File: src/rtl/fetch_queue.sv
// fetch_queue
//   Instruction fetch unit with a small in-order queue between instruction
//   memory and decode. A byte-addressed fetch PC drives a word-indexed,
//   combinational instruction memory. Each cycle, if there is room, the
//   fetched word and its PC are pushed. Decode drains the head with a
//   valid/ready handshake. A redirect flushes the queue and restarts fetch
//   at the word-aligned target.
//
// Ports
//   clk            clock, all state updates on the rising edge
//   rst            asynchronous active-high reset
//   redirect_valid branch/jump redirect request (highest priority)
//   redirect_pc    redirect target byte address
//   imem_addr      word index presented to instruction memory
//   imem_dout      combinational read data for imem_addr
//   out_valid      head entry valid
//   out_ready      decode accepts head entry
//   out_instr      head instruction
//   out_pc         byte PC of head instruction
//   count          number of occupied entries
module fetch_queue #(
  parameter int ADDRESS_WIDTH = 32,
  parameter int DATA_WIDTH    = 32,
  parameter int DEPTH         = 4,
  parameter logic [ADDRESS_WIDTH-1:0] RESET_PC = '0
) (
  input  logic                       clk,
  input  logic                       rst,
  input  logic                       redirect_valid,
  input  logic [ADDRESS_WIDTH-1:0]   redirect_pc,
  output logic [ADDRESS_WIDTH-1:0]   imem_addr,
  input  logic [DATA_WIDTH-1:0]      imem_dout,
  output logic                       out_valid,
  input  logic                       out_ready,
  output logic [DATA_WIDTH-1:0]      out_instr,
  output logic [ADDRESS_WIDTH-1:0]   out_pc,
  output logic [$clog2(DEPTH+1)-1:0] count
);

  localparam int PW = $clog2(DEPTH);
  localparam int CW = $clog2(DEPTH+1);

  logic [ADDRESS_WIDTH-1:0] pc;
  logic [PW-1:0]            rd_ptr;
  logic [PW-1:0]            wr_ptr;

  // Entry storage carries data only; validity comes from pointers/count.
  logic [DATA_WIDTH-1:0]    instr_q [DEPTH];
  logic [ADDRESS_WIDTH-1:0] pc_q    [DEPTH];

  logic push;
  logic pop;

  function automatic logic [PW-1:0] ptr_inc(input logic [PW-1:0] p);
    // DEPTH is a power of two, so natural overflow gives modulo-DEPTH wrap.
    return p + PW'(1);
  endfunction

  assign imem_addr = {2'b00, pc[ADDRESS_WIDTH-1:2]};

  assign out_valid = (count != '0);
  assign out_instr = instr_q[rd_ptr];
  assign out_pc    = pc_q[rd_ptr];

  // Both decisions use the start-of-cycle count, so a same-cycle pop never
  // opens a slot for a push when the queue is full.
  assign push = (count < CW'(DEPTH)) && !redirect_valid;
  assign pop  = out_valid && out_ready && !redirect_valid;

  always_ff @(posedge clk or posedge rst) begin
    if (rst) begin
      pc     <= RESET_PC;
      rd_ptr <= '0;
      wr_ptr <= '0;
      count  <= '0;
    end else if (redirect_valid) begin
      pc     <= {redirect_pc[ADDRESS_WIDTH-1:2], 2'b00};
      rd_ptr <= '0;
      wr_ptr <= '0;
      count  <= '0;
    end else begin
      if (push) begin
        pc     <= pc + ADDRESS_WIDTH'(4);
        wr_ptr <= ptr_inc(wr_ptr);
      end
      if (pop) begin
        rd_ptr <= ptr_inc(rd_ptr);
      end
      case ({push, pop})
        2'b10:   count <= count + CW'(1);
        2'b01:   count <= count - CW'(1);
        default: count <= count;
      endcase
    end
  end

  always_ff @(posedge clk) begin
    if (push) begin
      instr_q[wr_ptr] <= imem_dout;
      pc_q[wr_ptr]    <= pc;
    end
  end

endmodule

File: config.mk
export PLATFORM = sky130hd
export DESIGN_NAME = fetch_queue
export DESIGN_NICKNAME = d
export VERILOG_FILES = /design/src/rtl/fetch_queue.sv
export SDC_FILE = /design/constraint.sdc
export NUM_CORES = 1
export LEC_CHECK = 0
export BUFFER_PORTS_ARGS = -buffer_cell sky130_fd_sc_hd__buf_2
export CAP_MARGIN = 20
export CORE_MARGIN = 2
export CORE_UTILIZATION = 55
export DETAILED_ROUTE_END_ITERATION = 10
export MAX_ROUTING_LAYER = met4
export PLACE_DENSITY = 0.85
export RECOVER_POWER = 25
export SETUP_SLACK_MARGIN = 0.3
export SYNTH_ARGS = -nofsm -noshare
export SYNTH_HDL_FRONTEND = slang
export SYNTH_SLANG_ARGS = --single-unit
File: constraint.sdc
create_clock -name clk -period 5.4 [get_ports clk]
set_input_delay 1.08 -clock clk [delete_from_list [all_inputs] [get_ports clk]]
set_output_delay 1.08 -clock clk [all_outputs]
set_load 0.005 [all_outputs]
==> run summary <==
Outcome = finished, final reports clean
Worst slew pin tran = 988 ps
Clock Skews = 12.9 ps
Avg Cell Area, Syn = 19.4 um^2
IO Port Bufs = 161
Share of layout cells above drive strength 1 = 34.4%
Total die area = 21400 um^2
Min-delay src = wr_ptr[1]$_DFFE_PP0N_
Ys flop type = edfxtp_1
Final Cell Area = 13100 um^2
DRT antenna net count = 0
RSZ-0062 raised after global routing = false
RePlAce Congestion = 0.817
Reg clk slew, reported paths = 60 ps
Tmin final = 3740 ps
Max-slew violations = 0
DR vias = 6074
FF-to-FF path depth = 4
Hold Fails Final Rpt = 0
Delay of the slowest critical-path stage = 920 ps
CP Capture Type = output port
Min-Delay Endpoint = wr_ptr[1]$_DFFE_PP0N_
Worst slew margin = 34.2%
DRT iter0 DRCs = 465
Setup violators final = 0
Worst VDD drop = 300 uV
Worst Setup Start Kind = register
YS warnings = 0
Clk buf depth = 3
Crit path from = rd_ptr[0]$_DFFE_PP0P_
Initial antenna violation count = 0
P&R area growth vs syn = 17.1%
Hold-fix buffers, CTS = 0
Largest net degree at the start of global routing = 64
Die Y = 146 um
Total gr overflow = 0
Reg2reg end = pc[26]$_DFFE_PP0N_
Hold/Removal Path Class = reg2reg
Nets = 814
Post-synth ARST share = 13.0%
CP bufs+invs = 2
Pwr/cell area = 419 nW/um^2
H-tree level count = 1
Root buf cell = clkbuf_16
Tot GR Track Use = 21.2%
Reg2reg setup slack = 2750 ps
Worst Hold Path Cells = 2
Setup TNS = 0 ps
Dpl cell area = 12200 um^2
CP max stage cell = dfrtp_4
CP arrival = 2660 ps
Synthesized instance count = 575
Worst-path fanout max = 39
DIE WIDTH = 146 um
Initial Utilization = 55.6%
Synth top area cells = edfxtp_1, mux4_2, dfrtp_1
EDFF count, synth = 248
First-pass GRT wire length = 34200 um
DP Cell Count = 979
HPWL after DPL = 13100 um
Post-synth top cells = edfxtp_1, mux4_2, dfrtp_1
CP cell instances = buf_4 > mux4_2 > buf_2
CTS tree = done
Vias in the first global route = 6264
FMAX = 0.268 GHz
Reg2Reg Launch Point = pc[10]$_DFFE_PP0N_
CTS resizes = 0
CTS Buf Count = 29
Cell Count, Final, Fillers Out = 1032
Most frequent cell after synthesis = edfxtp_1
Fillers = 1410
P_leak = 4.50 nW
Diode count = 0
Ports = 168
CP Class = reg2out
Max Cap Viol = 0
Tcrit/Tclk final = 69.2%
Flops & latches, synth = 285
Mapped Area = 11100 um^2
Synth top area share = 66.8%
Clock sink total = 285
Postcts setup bufs = 0
Vias/cell = 5.89
First-pass detailed-route iteration total = 5
Netlist cell types = 48
CORE AREA = 20000 um^2
Sequential area share after synthesis = 75.1%
Remaining DRCs = 0
Wire per inst = 21.2 um
Largest area contributor in the netlist = edfxtp_1
WP data required = 4320 ps
Core Rows = 52
Worst-Skew Late Latency = 530 ps
WL final = 21800 um
Cell family with most CP delay = flip-flops
routing by layer:
layer	GRT usage, %	part of all wire [%]	vias to the layer above
li1	-	-	2668
met5	-	0	-
met2	34.3	50	282
met1	28.9	41	3086
met3	3.69	7.3	38
met4	5.00	1.8	0
logic make-up (layout without fill, tap and decap cells):
group | Yosys count | count (layout) | share of synthesized area (%)
adders and majority gates | 6 | 6 | 0.741
DFF | 285 | 285 | 75.1
buffers and inverters | 41 | 225 | 1.74
AOI/OAI and AO/OA | 51 | 51 | 2.85
xor gates and xnor gates | 15 | 15 | 1.18
other | 1 | 4 | 0.0336
and+or+nand+nor | 112 | 112 | 5.65
muxes | 64 | 64 | 12.7
per-stage QoR:
step | util, % | hold slack, ps | setup WS, ps | total power [mW]
finish | 65.1 | 612 | 1660 | 5.48
global route | 65.1 | 665 | 1440 | 5.70
CTS | 65.2 | 612 | 1550 | 5.54
detailed placement | 60.8 | 608 | 2020 | 3.68
global placement | 60.8 | 555 | 2110 | 3.63
floorplan | - | 519 | 2070 | 3.31
report_power, final:
group	total [mW]	internal, mW	leakage, nW	switching [mW]
Sequential	2.84	2.66	2.71	0.181
Combinational	0.769	0.403	1.35	0.367
Clock	1.87	1.10	0.442	0.764
Total	5.48	4.16	4.50	1.31
how the worst max path moves through the flow:
stage                     depth (start not counted)                      end  slack (ps)
final                                             3                out_pc[8]        1660
after global routing                              3            out_instr[22]        1440
after CTS                                         3                out_pc[8]        1550
after detailed placement                          6     count[1]$_DFFE_PP0P_        2020
after global placement                            6     count[1]$_DFFE_PP0P_        2110
after floorplan                                   3  instr_q[0][0]$_DFFE_PP_        2070
cell type report:
| type | count | area [um^2] | area share (%) |
|---|---|---|---|
| clock buffer | 41 | 781 | 5.98 |
| timing repair buffer | 164 | 807 | 6.18 |
| inverter | 8 | 30.0 | 0.230 |
| tap | 270 | 338 | 2.59 |
| clock inverter | 12 | 114 | 0.872 |
| multi-input combinational | 252 | 2600 | 19.9 |
| sequential | 285 | 8380 | 64.2 |
worst min-delay path, delay by kind of cell, from the launching register on:
family | cells | cell delay, ps
flops | 1 | 390
mux | 1 | 90
simple gates | 1 | 90
placed cells by master (no fill, tap or decap), types with 3 or more instances in the layout:
cell type	n
edfxtp_1	248
buf_2	144
mux4_2	62
dfrtp_1	35
clkbuf_16	29
clkbuf_1	28
nand2_1	25
nor2_1	22
o21ai_0	18
a31oi_1	14
nand3_1	12
or4_1	11
xor2_1	11
nand4_1	10
o31ai_1	10
inv_1	8
clkinv_2	7
ha_1	5
or3_1	4
nor2b_1	4
and2_4	4
xnor2_1	4
conb_1	4
and4_1	3
a21oi_1	3
buf_4	3
state kept, by name, summed over array words and instances, names as in the netlist:
signal,cells
pc_q,120
wr_ptr,2
pc,30
rd_ptr,2
instr_q,128
count,3
Note: power is estimated with default switching activity, not from simulation.
